--- src/rtl/cpu_defs_pkg.sv ---
// cpu_defs: shared CPU constants (ExcCodes, reset/handler PCs, instruction memory window)
// and the IF/ID pipeline slot type.
package cpu_defs;
    localparam logic [4:0] EXC_INT  = 5'd0;
    localparam logic [4:0] EXC_ADEL = 5'd4;
    localparam logic [4:0] EXC_ADES = 5'd5;
    localparam logic [4:0] EXC_RI   = 5'd10;
    localparam logic [4:0] EXC_OV   = 5'd12;

    localparam logic [31:0] RESET_PC   = 32'h0000_3000;
    localparam logic [31:0] HANDLER_PC = 32'h0000_4180;
    localparam logic [31:0] IM_LO      = 32'h0000_3000;
    localparam logic [31:0] IM_HI      = 32'h0000_6FFC;

    typedef struct packed {
        logic [31:0] pc;
        logic [31:0] instr;
        logic [4:0]  exc;
        logic        bd;
        logic        valid;
    } if_id_t;
endpackage

--- src/rtl/fetch_addr_check.sv ---
// fetch_addr_check: flags a misaligned or out-of-window word address (AdEL/AdES source).
module fetch_addr_check #(
    parameter logic [31:0] IM_LO = cpu_defs::IM_LO,
    parameter logic [31:0] IM_HI = cpu_defs::IM_HI
) (
    input  logic [31:0] pc_i,
    output logic        bad_o
);
    assign bad_o = (pc_i[1:0] != 2'b00) || (pc_i < IM_LO) || (pc_i > IM_HI);
endmodule

--- src/rtl/if_id_reg.sv ---
// if_id_reg: fetch/decode pipeline register with AdEL tagging, stall hold, Req bubble and eret flush.
// Optional stall cycle counter enabled by IF_ID_STALL_CNT_EN.
module if_id_reg #(
    parameter logic [31:0] RESET_PC   = cpu_defs::RESET_PC,
    parameter logic [31:0] HANDLER_PC = cpu_defs::HANDLER_PC,
    parameter logic [31:0] IM_LO      = cpu_defs::IM_LO,
    parameter logic [31:0] IM_HI      = cpu_defs::IM_HI,
    parameter logic [4:0]  EXC_ADEL   = cpu_defs::EXC_ADEL
) (
    input  logic        clk,
    input  logic        reset,
    input  logic [31:0] F_PC,
    input  logic [31:0] F_Instr,
    input  logic        D_isBJ,
    input  logic        stall,
    input  logic        Req,
    input  logic        D_eret,
    output logic [31:0] D_PC,
    output logic [31:0] D_Instr,
    output logic [4:0]  D_ExcCode,
    output logic        D_BD,
    output logic        D_valid,
    output logic [31:0] stall_cnt
);
    import cpu_defs::*;

    if_id_t slot_q, slot_d;
    logic   bad;

    fetch_addr_check #(.IM_LO(IM_LO), .IM_HI(IM_HI)) u_chk (
        .pc_i (F_PC),
        .bad_o(bad)
    );

    always_comb begin
        slot_d = slot_q;
        if (Req)
            slot_d = '{HANDLER_PC, 32'h0, EXC_INT, 1'b0, 1'b0};
        else if (stall)
            slot_d = slot_q;
        else if (D_eret)
            slot_d = '{F_PC, 32'h0, EXC_INT, 1'b0, 1'b0};
        else
            slot_d = '{F_PC, bad ? 32'h0 : F_Instr, bad ? EXC_ADEL : EXC_INT, D_isBJ, 1'b1};
    end

    always_ff @(posedge clk) begin
        if (reset) slot_q <= '{RESET_PC, 32'h0, EXC_INT, 1'b0, 1'b0};
        else       slot_q <= slot_d;
    end

    assign D_PC      = slot_q.pc;
    assign D_Instr   = slot_q.instr;
    assign D_ExcCode = slot_q.exc;
    assign D_BD      = slot_q.bd;
    assign D_valid   = slot_q.valid;

`ifdef IF_ID_STALL_CNT_EN
    logic [31:0] cnt_q, cnt_d;
    // Saturating: only Req-free stall cycles count.
    assign cnt_d = (!Req && stall && cnt_q != 32'hFFFF_FFFF) ? cnt_q + 32'd1 : cnt_q;
    always_ff @(posedge clk) begin
        if (reset) cnt_q <= 32'h0;
        else       cnt_q <= cnt_d;
    end
    assign stall_cnt = cnt_q;
`else
    assign stall_cnt = 32'h0;
`endif
endmodule

--- config.mk ---
export PLATFORM = sky130hd
export DESIGN_NAME = if_id_reg
export DESIGN_NICKNAME = d
export VERILOG_FILES = /design/src/rtl/cpu_defs_pkg.sv /design/src/rtl/fetch_addr_check.sv /design/src/rtl/if_id_reg.sv
export SDC_FILE = /design/constraint.sdc
export NUM_CORES = 1
export LEC_CHECK = 0
export ABC_AREA = 1
export BUFFER_PORTS_ARGS = -buffer_cell sky130_fd_sc_hd__buf_2
export CAP_MARGIN = 5
export CORE_MARGIN = 3
export CORE_UTILIZATION = 34
export DETAILED_ROUTE_END_ITERATION = 12
export MAX_ROUTING_LAYER = met4
export PLACE_DENSITY_LB_ADDON = 0.08
export SLEW_MARGIN = 20
export SYNTH_ARGS = -nofsm -noshare
export SYNTH_HDL_FRONTEND = slang
export SYNTH_SLANG_ARGS = --single-unit
--- constraint.sdc ---
create_clock -name clk -period 1.5 [get_ports clk]
set_clock_uncertainty 0.2 [all_clocks]
set_input_delay 0.075 -clock clk [delete_from_list [all_inputs] [get_ports clk]]
set_output_delay 0.075 -clock clk [all_outputs]
set_load 0.02 [all_outputs]
# Yosys cells after proc, flatten, opt, wreduce, memory -nomap -nowiden
# Cells that the tools add are included.
[op_classes]
magnitude_cmp = 2
n_reduce_logical = 4
n_eq_ne = 1
n_mux = 5
[ops]
columns = ["op", "n"]
rows = [
  ["two-way mux 54 bit", 2],
  ["two-way mux 39 bit", 1],
  ["> comparator 32 x 15 -> 1 bit, second input constant", 1],
  ["< comparator 32 x 14 -> 1 bit, second input constant", 1],
  ["two-way mux 32 bit", 1],
  ["two-way mux 3 bit", 1],
  ["logical OR 1 bit", 2],
  ["!= test 2 x 1 -> 1 bit, second input constant", 1],
  ["nonzero test 2 bit", 1],
  ["OR reduction 2 bit", 1],
]
[totals]
register_bits = 71
output_inout_bits = 103
input_bits = 70
wordCells = 18

# Longest topological paths before layout
[logic_depth]
depth_word = 7
ltp_mapped = 8
mapped_depth_nobuf = 7

# Cells and area by module
# From an unflattened synthesis, not the netlist that was laid out.
[unflattened]
cells_unflattened = 422
area_unflattened_um2 = 3071.7
[modules_own_cells]
columns = ["mod", "instances", "area_per_inst_um2", "cells_each", "seq_area_each_um2"]
rows = [
  ["if_id_reg", 1, 2980.4, 399, 1341.3],
  ["fetch_addr_check", 1, 91.3, 23, 0.0],
]

# Least setup slack after synthesis
# OpenSTA, ideal clock, no wires.
[synth_path]
kind = "input to register"
from = "in F_PC[1]"
to = "reg slot_q, in the netlist D_Instr[0]"
arrival_time_ns = 0.834
required_ns = 1.234
path_stages = 8
setup_ns = 0.066
slack_ns = 0.400
path_buffers = 1
cell_sequence = "nor2_1 > nand2_1 > nor2_1 > nand2_1 > nor2_4 > buf_6 > nand2_1 > a21oi_2"
[synth_between]
elab_chain_cells = 5
word_cells_on_any_way = 7
cone_classes = "order compare: 2; mux: 2; reduce/logical: 3"
[synth_rtl]
columns = ["item", "line", "text"]
rows = [
  ["start, declared", "if_id_reg.sv:12", "input logic [31:0] F_PC,"],
  ["< comparator 32 x 14 -> 1 bit or nonzero test 2 bit (tied branches)", "fetch_addr_check.sv:9", "assign bad_o = (pc_i[1:0] != 2'b00) || (pc_i < IM_LO) || (pc_i > IM_HI);"],
  ["logical OR 1 bit", "fetch_addr_check.sv:9", ""],
  ["logical OR 1 bit (*)", "fetch_addr_check.sv:9", ""],
  ["two-way mux 32 bit (*)", "if_id_reg.sv:44", "slot_d = '{F_PC, bad ? 32'h0 : F_Instr, bad ? EXC_ADEL : EXC_INT, D_isBJ, 1'b1};"],
  ["two-way mux 39 bit (*)", "if_id_reg.sv:41", "else if (D_eret)"],
  ["end signal, assigned", "if_id_reg.sv:48", "if (reset) slot_q <= '{RESET_PC, 32'h0, EXC_INT, 1'b0, 1'b0};"],
  ["end signal, assigned", "if_id_reg.sv:49", "else slot_q <= slot_d;"],
  ["end, declared", "if_id_reg.sv:27", "if_id_t slot_q, slot_d;"],
]
# Every way passes the cells marked *; elsewhere a longest branch is shown, timed or not.
# A chain may end at the register's enable or synchronous reset.

# Worst setup path in the final report
[layout_path]
from = "in F_PC[12]"
to = "reg slot_q, in the netlist D_Instr[18]"
[layout_between]
elab_chain_cells = 5
word_cells_on_any_way = 6
cone_classes = "order compare: 2; mux: 2; reduce/logical: 2"
[layout_rtl]
columns = ["item", "line"]
rows = [
  ["< comparator 32 x 14 -> 1 bit", "fetch_addr_check.sv:9"],
  ["logical OR 1 bit", "fetch_addr_check.sv:9"],
  ["logical OR 1 bit (*)", "fetch_addr_check.sv:9"],
  ["two-way mux 32 bit (*)", "if_id_reg.sv:44"],
  ["two-way mux 39 bit (*)", "if_id_reg.sv:41"],
]
# Marked as above.

==> impl_metrics.yaml <==
timing:
  tightest_slew_ns: 0.602
  finalCritPeriodShare_pct: 98.0
  fmax_ghz: 0.680
  setup_viol: 0
  slew_violations: 0
  hold_viol: 1
  relSlewSlack_pct: 59.8
  min_period_ns: 1.47
  hold_ws_ns: -0.00699
clock_network:
  h-tree-depth: 3
  clock-sinks: 67
  clk_pin_slew_worst_paths_ns: 0.07
  cts_buffer_depth: 2
  cts_tree: "built"
  clockRootBuffer: "clkbuf_8"
  clkLatencyLatePin_ns: 0.34
  numCtsBuffers: 9
worst_hold_path:
  hold_start: "F_PC[28]"
  holdCritPathClass: "primary input to flip-flop"
  min_path_cells: 3
  worstHoldEndpoint: "D_PC[28]$_SDFFE_PP0N_"
floorplanning:
  die_w_um: 101
  start_util_pct: 35.2
  die_area_um2: 10200
  num_rows: 34
  pin_count: 173
  die_y_um: 101
  core-area_um2: 8760
outcome:
  outcome: "finished, violations left"
  violations: "hold timing"
yosys:
  synth-compound-area-share_pct: 15.5
  async_flop_share_pct: 0
  synth_top_area_share_pct: 43.5
  ys_warn_count: 0
  yosysMostFrequentCell: "nand2_1"
  synth_seq_cells: 67
  synth-edff-count: 0
  synth_common_cells: "nand2_1, dfxtp_1, nor2_1"
  netlist_top_cells_area: "dfxtp_1, nand2_1, buf_4"
  synth_xor_area_share_pct: 0
  ys_types: 22
  synth_top_family_by_area: "simple AND/OR/NAND/NOR gates"
  synth_area_um2: 3080
  syn_area_per_cell_um2: 7.45
  ys.flop_type: "dfxtp_1"
  yosys.area_share.adder_pct: 0
  synthCells: 414
  synth_simple_gate_area_share_pct: 23.3
  ys_seq_area_share_pct: 43.5
  synth_mux_area_share_pct: 0
  synth_top_area_cell: "dfxtp_1"
grt:
  grt_max_degree: 39
  grt_pass1_wl_um: 13800
  overflow: 0
  grt_pass1_vias: 2878
  antenna_found_initial: 0
  grtUsageTotal_pct: 17.3
layout:
  multi_input_area_um2: 1340
  seqCellArea_um2: 1340
  fill_cells: 840
  syn2layout_area_growth_pct: 52.8
  final_nets: 692
  n_antenna_cell: 0
  stdcell_area_um2: 4710
  finalCoreUtilization_pct: 53.8
  drive_above_1_share_pct: 32.7
setup_path:
  endpoint_kind: "flip-flop"
  required_ns: 1.57
  crit_path_max_fanout: 6
  critPathKind: "primary input to flip-flop"
  critPathArrivalTime_ns: 1.54
  reg2reg_depth: 3
  startpoint_type: "primary input"
  r2r-end: "D_PC[14]$_SDFFE_PP0P_"
  r2r_slack_ns: 0.07
  reg2reg_from: "D_PC[14]$_SDFFE_PP0P_"
placement:
  dp_hpwl_um: 5580
  place.gp.congestion: 0.741
  port_buffers: 136
  dpl_cell_area_um2: 3710
detailed_routing:
  vias: 3145
  via_per_inst: 4.28
  drt-pass1-iter-count: 4
  routed_wl_um: 9010
  drtIter0Drc: 71
  wl_per_cell_um: 12.3
  drc: 0
  ant_nets: 0
pwr:
  power_leakage_uw: 0.00224
  power.density_nw_per_um2: 837
  ir_drop_mv: 0.362
flow_run:
  cap_violations: 0
cell usage in the layout, fill, tap and decap left out, types with 10 or more instances in the layout:
master           n
dlygate4sd3_1   69
clkbuf_8        10
a21oi_1         36
nand2_1        127
buf_2          135
inv_1           34
dfxtp_1         67
a21oi_2         30
nor2_1          45
conb_1          36
per-layer routing:
| layer | wire length [um] | track usage, % |
|---|---|---|
| met1 | 4110 | 22.3 |
| met2 | 4120 | 27.0 |
| met3 | 681 | 3.93 |
| met4 | 103 | 5.52 |
| met5 | 0 | - |
per-stage QoR:
step	power, uW	std cells	TNS [ns]	worst slack, ns
after detailed placement	2340	644	0	0.0728
after floorplan	2240	449	0	0.400
after global placement	2340	644	0	0.0848
final	3940	735	0	0.0294
after CTS	3980	730	0	0.0240
after global routing	4130	735	-0.102	-0.0183
critical path, cell delays in order:
cell and delay [ns]:
dlygate4sd3_1 0.55, buf_2 0.14, nand3_1 0.09, nand3_2 0.12, nor2_4 0.12, buf_12 0.14, clkbuf_16 0.14, nand2_1 0.06
a21oi_2 0.11
report_power, final:
part | switching [uW] | internal [uW] | total, uW
sequential | 16.0 | 1810 | 1830
clock | 688 | 806 | 1490
combinational | 350 | 270 | 621
worst max path at each step:
stage                   from                        to  slack, ns  depth (start not counted)
floorplan            F_PC[1]   D_Instr[0]$_SDFFE_PP0N_       0.40                          8
global route        F_PC[13]  D_Instr[24]$_SDFFE_PP0N_      -0.02                         10
detailed placement   F_PC[1]  D_Instr[11]$_SDFFE_PP0N_       0.07                          9
global placement    F_PC[16]  D_Instr[29]$_SDFFE_PP0N_       0.08                          9
CTS                 F_PC[28]  D_Instr[18]$_SDFFE_PP0N_       0.02                          8
finish              F_PC[12]  D_Instr[18]$_SDFFE_PP0N_       0.03                          9
area by class of cell:
cell class / count / area share (%)
timing repair buffer: 221 / 33.4
clock inverter: 5 / 1.11
clock buffer: 11 / 3.00
tap: 108 / 2.87
multi-input combinational: 288 / 28.4
sequential: 67 / 28.5
inverter: 35 / 2.79
kinds of logic after synthesis:
family	after synthesis
AND/OR/NAND/NOR	182
other	1
AO/OA/AOI/OAI	70
flip-flops	67
buffers and inverters	94
timing repair:
item / in CTS / in global routing
hold buffers: 70 / 1
endpoints found under the hold margin: 66 / 1
buffers inserted: 0 / 2
endpoints found under the setup margin: 0 / 54
resized for setup: 0 / 6
sequential cells by signal (all words and copies together), names as in the netlist:
register	count
D_BD	1
D_ExcCode	1
D_Instr	32
D_PC	32
D_valid	1
No activity file was read; power rests on OpenSTA's default activity.
